**src/rtl/ps2_scancode_rx.sv**
```systemverilog
// PS/2 keyboard receiver: synchronizes and deglitches the PS/2 lines, frames
// 11-bit serial bytes and folds E0/F0 prefixes into one 11-bit key event.
module ps2_scancode_rx #(
  parameter int unsigned FILT_LEN = 8,
  parameter int unsigned TIMEOUT  = 14000
) (
  input  logic        CLK_14M,
  input  logic        reset_n,
  input  logic        ps2_clk,
  input  logic        ps2_data,
  output logic [10:0] PS2_Key,
  output logic        frame_err
);

  localparam int unsigned FW = (FILT_LEN > 1) ? $clog2(FILT_LEN) : 1;
  localparam int unsigned TW = $clog2(TIMEOUT + 1);
  localparam logic [FW-1:0] FILT_MAX = FW'(FILT_LEN - 1);
  localparam logic [TW-1:0] TMO_LIM  = TW'(TIMEOUT);

  typedef enum logic [1:0] {
    IDLE,
    DATA,
    PARITY,
    STOP
  } state_t;

  state_t          state_q;
  state_t          state_d;
  logic [1:0]      clk_s;
  logic [1:0]      dat_s;
  logic            filt_clk;
  logic            filt_prev;
  logic [FW-1:0]   filt_cnt;
  logic [TW-1:0]   tmo_cnt;
  logic [2:0]      bit_cnt;
  logic [7:0]      shreg;
  logic            par_bit;
  logic            ext_q;
  logic            brk_q;
  logic            fall;
  logic            timeout;
  logic            shift_en;
  logic            par_en;
  logic            clr_cnt;
  logic            tmo_evt;
  logic            stop_evt;
  logic            frame_ok;
  logic            byte_good;
  logic            special;

  assign fall      = filt_prev & ~filt_clk;
  assign timeout   = (state_q != IDLE) && (tmo_cnt == TMO_LIM);
  assign frame_ok  = dat_s[1] & (^{shreg, par_bit});
  assign byte_good = stop_evt & frame_ok;
  assign special   = shreg inside {8'hE1, 8'hFA, 8'hAA, 8'hEE, 8'hFE, 8'h00, 8'hFF};

  always_ff @(posedge CLK_14M or negedge reset_n) begin
    if (!reset_n) begin
      clk_s <= 2'b11;
      dat_s <= 2'b11;
    end else begin
      clk_s <= {clk_s[0], ps2_clk};
      dat_s <= {dat_s[0], ps2_data};
    end
  end

  // Filtered clock follows the synchronized clock only after FILT_LEN
  // consecutive differing samples; any agreeing sample restarts the count.
  always_ff @(posedge CLK_14M or negedge reset_n) begin
    if (!reset_n) begin
      filt_clk  <= 1'b1;
      filt_prev <= 1'b1;
      filt_cnt  <= '0;
    end else begin
      filt_prev <= filt_clk;
      if (clk_s[1] == filt_clk) begin
        filt_cnt <= '0;
      end else if (filt_cnt == FILT_MAX) begin
        filt_clk <= clk_s[1];
        filt_cnt <= '0;
      end else begin
        filt_cnt <= filt_cnt + 1'b1;
      end
    end
  end

  always_ff @(posedge CLK_14M or negedge reset_n) begin
    if (!reset_n) begin
      tmo_cnt <= '0;
    end else if (state_q == IDLE || fall) begin
      tmo_cnt <= '0;
    end else if (tmo_cnt != TMO_LIM) begin
      tmo_cnt <= tmo_cnt + 1'b1;
    end
  end

  always_ff @(posedge CLK_14M or negedge reset_n) begin
    if (!reset_n) begin
      state_q <= IDLE;
    end else begin
      state_q <= state_d;
    end
  end

  // Timeout is tested before the edge so it wins when both coincide.
  always_comb begin
    state_d  = state_q;
    shift_en = 1'b0;
    par_en   = 1'b0;
    clr_cnt  = 1'b0;
    tmo_evt  = 1'b0;
    stop_evt = 1'b0;
    if (timeout) begin
      state_d = IDLE;
      tmo_evt = 1'b1;
    end else if (fall) begin
      case (state_q)
        IDLE: begin
          if (!dat_s[1]) begin
            state_d = DATA;
            clr_cnt = 1'b1;
          end
        end
        DATA: begin
          shift_en = 1'b1;
          if (bit_cnt == 3'd7) begin
            state_d = PARITY;
          end
        end
        PARITY: begin
          par_en  = 1'b1;
          state_d = STOP;
        end
        STOP: begin
          stop_evt = 1'b1;
          state_d  = IDLE;
        end
        default: state_d = IDLE;
      endcase
    end
  end

  always_ff @(posedge CLK_14M or negedge reset_n) begin
    if (!reset_n) begin
      bit_cnt <= '0;
      shreg   <= '0;
      par_bit <= 1'b0;
    end else begin
      if (clr_cnt) begin
        bit_cnt <= '0;
      end else if (shift_en) begin
        bit_cnt <= bit_cnt + 1'b1;
      end
      if (shift_en) begin
        shreg <= {dat_s[1], shreg[7:1]};
      end
      if (par_en) begin
        par_bit <= dat_s[1];
      end
    end
  end

  always_ff @(posedge CLK_14M or negedge reset_n) begin
    if (!reset_n) begin
      PS2_Key   <= '0;
      frame_err <= 1'b0;
      ext_q     <= 1'b0;
      brk_q     <= 1'b0;
    end else begin
      frame_err <= tmo_evt | (stop_evt & ~frame_ok);
      if (tmo_evt) begin
        ext_q <= 1'b0;
        brk_q <= 1'b0;
      end else if (byte_good) begin
        if (shreg == 8'hE0) begin
          ext_q <= 1'b1;
        end else if (shreg == 8'hF0) begin
          brk_q <= 1'b1;
        end else if (special) begin
          ext_q <= 1'b0;
          brk_q <= 1'b0;
        end else begin
          PS2_Key <= {~PS2_Key[10], ~brk_q, ext_q, shreg};
          ext_q   <= 1'b0;
          brk_q   <= 1'b0;
        end
      end
    end
  end

endmodule

```
**config.mk**
```make
export PLATFORM = sky130hd
export DESIGN_NAME = ps2_scancode_rx
export DESIGN_NICKNAME = d
export VERILOG_FILES = /design/src/rtl/ps2_scancode_rx.sv
export SDC_FILE = /design/constraint.sdc
export NUM_CORES = 1
export LEC_CHECK = 0
export CAP_MARGIN = 0
export CORE_MARGIN = 1
export CORE_UTILIZATION = 56
export DETAILED_ROUTE_END_ITERATION = 10
export GPL_TIMING_DRIVEN = 0
export PLACE_DENSITY = 0.76
export SLEW_MARGIN = 20
export SYNTH_ARGS = -nofsm -noshare
export SYNTH_HDL_FRONTEND = slang
export SYNTH_SLANG_ARGS = --single-unit
```
**constraint.sdc**
```tcl
create_clock -name CLK_14M -period 7.1 [get_ports CLK_14M]
set_input_delay 0.71 -clock CLK_14M [delete_from_list [all_inputs] [get_ports CLK_14M]]
set_output_delay 0.71 -clock CLK_14M [all_outputs]
set_load 0.05 [all_outputs]
```
==> impl_metrics.json <==
{
  "status": "complete, no violations",
  "arrival_ps": 2590,
  "maxCapViolations": 0,
  "cts_tree": "yes",
  "cp.required_ps": 7290,
  "post-cts-setup-buffers": 0,
  "fin_crit_ps": 2397,
  "vdd_drop_max_mv": 0.1309,
  "hp-class": "flip-flop to flip-flop",
  "startpoint": "tmo_cnt[3]",
  "root_buffer": "clkbuf_8",
  "finalSetupViolations": 0,
  "cp-end-kind": "flip-flop",
  "nNetsFinal": 244,
  "core_mm2": 0.004354,
  "cts_inserted_buffers": 5,
  "final_common_cell": "dfrtp_1",
  "pwr_density_cell_mw_per_mm2": 255.3,
  "crit_chain": "or3b_1 -> or4_4 -> buf_6 -> o22ai_2 -> nand3b_4 -> buf_12 -> mux2_4",
  "wl_per_cell_um": 13.61,
  "mostFrequentLayoutCells": "45 x dfrtp_1, 20 x nor2_1, 14 x clkdlybuf4s50_1",
  "grt_pass1_wl_mm": 6.934,
  "die-area_mm2": 0.004772,
  "grt_overflow": 0,
  "htreeDepth": 2,
  "drive_gt1_share_pct": 17.39,
  "portBuffers": 15,
  "cts_resized": 0,
  "worstSkewPairLatency_ps": 300,
  "critPathCapture": "PS2_Key[7]",
  "hold_buffers": 0,
  "ys_warn_count": 0,
  "routed_wl_mm": 3.837,
  "synth_edf_count": 0,
  "syn_to_final_growth_pct": 11.67,
  "grt_pass1_vias": 1430,
  "critical_path_class": "flip-flop to flip-flop",
  "clkSinkCount": 51,
  "crit_path_top_delay_cell": "or4_4",
  "drt-initial-drc-count": 81,
  "synth_area_leader_cell": "dfrtp_1",
  "grt_max_degree": 52,
  "syn_nets": 222,
  "reg2reg_depth": 7,
  "rsz0062_at_grt": "no",
  "r2r-end": "PS2_Key[7]",
  "tns_ps": 0,
  "antenna_found_initial": 0,
  "ff2ff_setup_slack_ps": 4700,
  "num_vias": 1546,
  "cp_max_fo": 10,
  "start_kind": "flip-flop",
  "clk_pin_slew_worst_paths_ps": 80,
  "via_per_inst": 5.482,
  "crit_family": "simple AND/OR/NAND/NOR gates",
  "drc": 0,
  "antenna_left": 0,
  "postSynthAreaPerCell_um2": 12.17,
  "final_hold_viol_count": 0,
  "synth_seq_cells": 51,
  "async_reset_ff_share_pct": 100.0,
  "dp_hpwl_mm": 2.667,
  "pin_count": 16,
  "num_rows": 24,
  "slew-limit-headroom_pct": 43.37,
  "diodes": 0,
  "leakagePower_nw": 1.374,
  "synth_top_cells_by_area": "dfrtp_1 45%, dfstp_2 6.3%, ha_1 5.5%",
  "final.setup_skew_ps": 3.942,
  "synth_cell_types": 46,
  "synth_ff_type": "dfrtp_1",
  "fin_area_mm2": 0.002814,
  "clockBufferDepth": 2,
  "ys_seq_area_share_pct": 50.94,
  "maxSlewViolCount": 0,
  "gp_congestion": 0.7192,
  "grt_usage_pct": 18.29,
  "die_h_um": 69.08,
  "initial_core_util_pct": 57.87,
  "cp_num_buf_inv": 2,
  "synth_top_area_share_pct": 44.69,
  "syn_inst": 207,
  "regToRegStartpoint": "tmo_cnt[3]",
  "worst-path-stages": 7,
  "fin_crit_sh_pct": 33.76,
  "critical-path-max-stage-delay_ps": 530,
  "dr.pass1.iters": 4,
  "placed_area_mm2": 0.002733,
  "n_fill_cell": 352,
  "tightest_slew_ps": 838.5,
  "dieWidth_um": 69.08,
  "max_clock_freq_mhz": 417.2,
  "netlist_area_mm2": 0.002520
}
[registers in the layout (all words and copies together), names as in the netlist, 2 cells and up]
register and flops:
PS2_Key 11, state_q 2, tmo_cnt 14, bit_cnt 3, dat_s 2, filt_cnt 3
shreg 8, clk_s 2
[worst reg2reg max path, delay by kind of cell (launching register included)]
family | cells | cell delay, ps
and+or+nand+nor | 3 | 1110
DFF | 1 | 450
muxes | 1 | 310
buffers and inverters | 2 | 300
AOI/OAI and AO/OA | 1 | 120
[area by class of cell]
| cell class | count | area [µm²] | area share, % |
|---|---|---|---|
| clock inverters | 1 | 5.005 | 0.1779 |
| multi-input cells | 141 | 1147 | 40.77 |
| inverters | 6 | 22.52 | 0.8004 |
| repair buffers | 15 | 147.6 | 5.247 |
| flip-flops and latches | 51 | 1284 | 45.62 |
| well taps | 52 | 65.06 | 2.312 |
| plain buffers | 9 | 66.31 | 2.357 |
| clock buffers | 7 | 76.32 | 2.712 |
[cells by family after synthesis]
kind of cell,after synthesis,synth area share (%)
AOI/OAI and AO/OA,19,5.263
xor gates and xnor gates,20,8.093
adders and majority gates,11,5.462
buffers and inverters,15,3.525
DFF,51,50.94
muxes,23,11.72
and+or+nand+nor,68,14.99
[Yosys cell counts, drive strengths merged, types with 2 or more instances]
cell / n
or2: 3
nand3: 6
nand2b: 2
xor2: 10
nand2: 9
nor2: 21
inv: 6
mux2i: 5
nor3: 5
or4: 3
and3: 3
nand4b: 2
ha: 11
dfstp: 6
buf: 4
or3: 2
mux2: 18
o21ai: 4
clkbuf: 5
xnor2: 8
nand4: 4
a211oi: 3
nor2b: 2
dfrtp: 45
nand3b: 2
a21oi: 6
[power breakdown]
part | switching, mW | internal (mW) | total (mW)
logic | 0.108 | 0.0898 | 0.198
clock network | 0.0876 | 0.0693 | 0.157
registers | 0.0345 | 0.329 | 0.364
total | 0.230 | 0.489 | 0.718
[layer usage]
metal / wire length, µm / vias up / track usage, %
met4: 36 / 0 / 5.896
met3: 118 / 4 / 4.971
met2: 1692 / 22 / 27.18
met1: 1990 / 755 / 26.16
met5: 0 / - / 0
li1: - / 765 / -
[metrics by stage]
stage,instances,setup WS [ps],power (mW),utilization (%),hold slack (ps)
finish,282,4703,0.7185,64.63,360.1
global route,282,4609,0.7701,64.63,362.6
CTS,282,4695,0.7312,64.63,361.5
detailed placement,274,4719,0.5691,62.76,348.5
global placement,274,3857,0.5623,62.82,345.9
floorplan,207,4829,0.5220,-,345.2
[worst min-delay path by stage]
| stage | start | endpoint | slack, ps | cells after the start |
|---|---|---|---|---|
| 6_report | dat_s[0] | dat_s[1] | 360 | 0 |
| 5_1_grt | dat_s[0] | dat_s[1] | 360 | 0 |
| 4_1_cts | dat_s[0] | dat_s[1] | 360 | 0 |
| 3_5_place_dp | dat_s[0] | dat_s[1] | 350 | 0 |
| 3_3_place_gp | dat_s[0] | dat_s[1] | 350 | 0 |
| 2_1_floorplan | clk_s[0] | clk_s[1] | 350 | 0 |
Note: power is estimated with default switching activity, not from simulation.
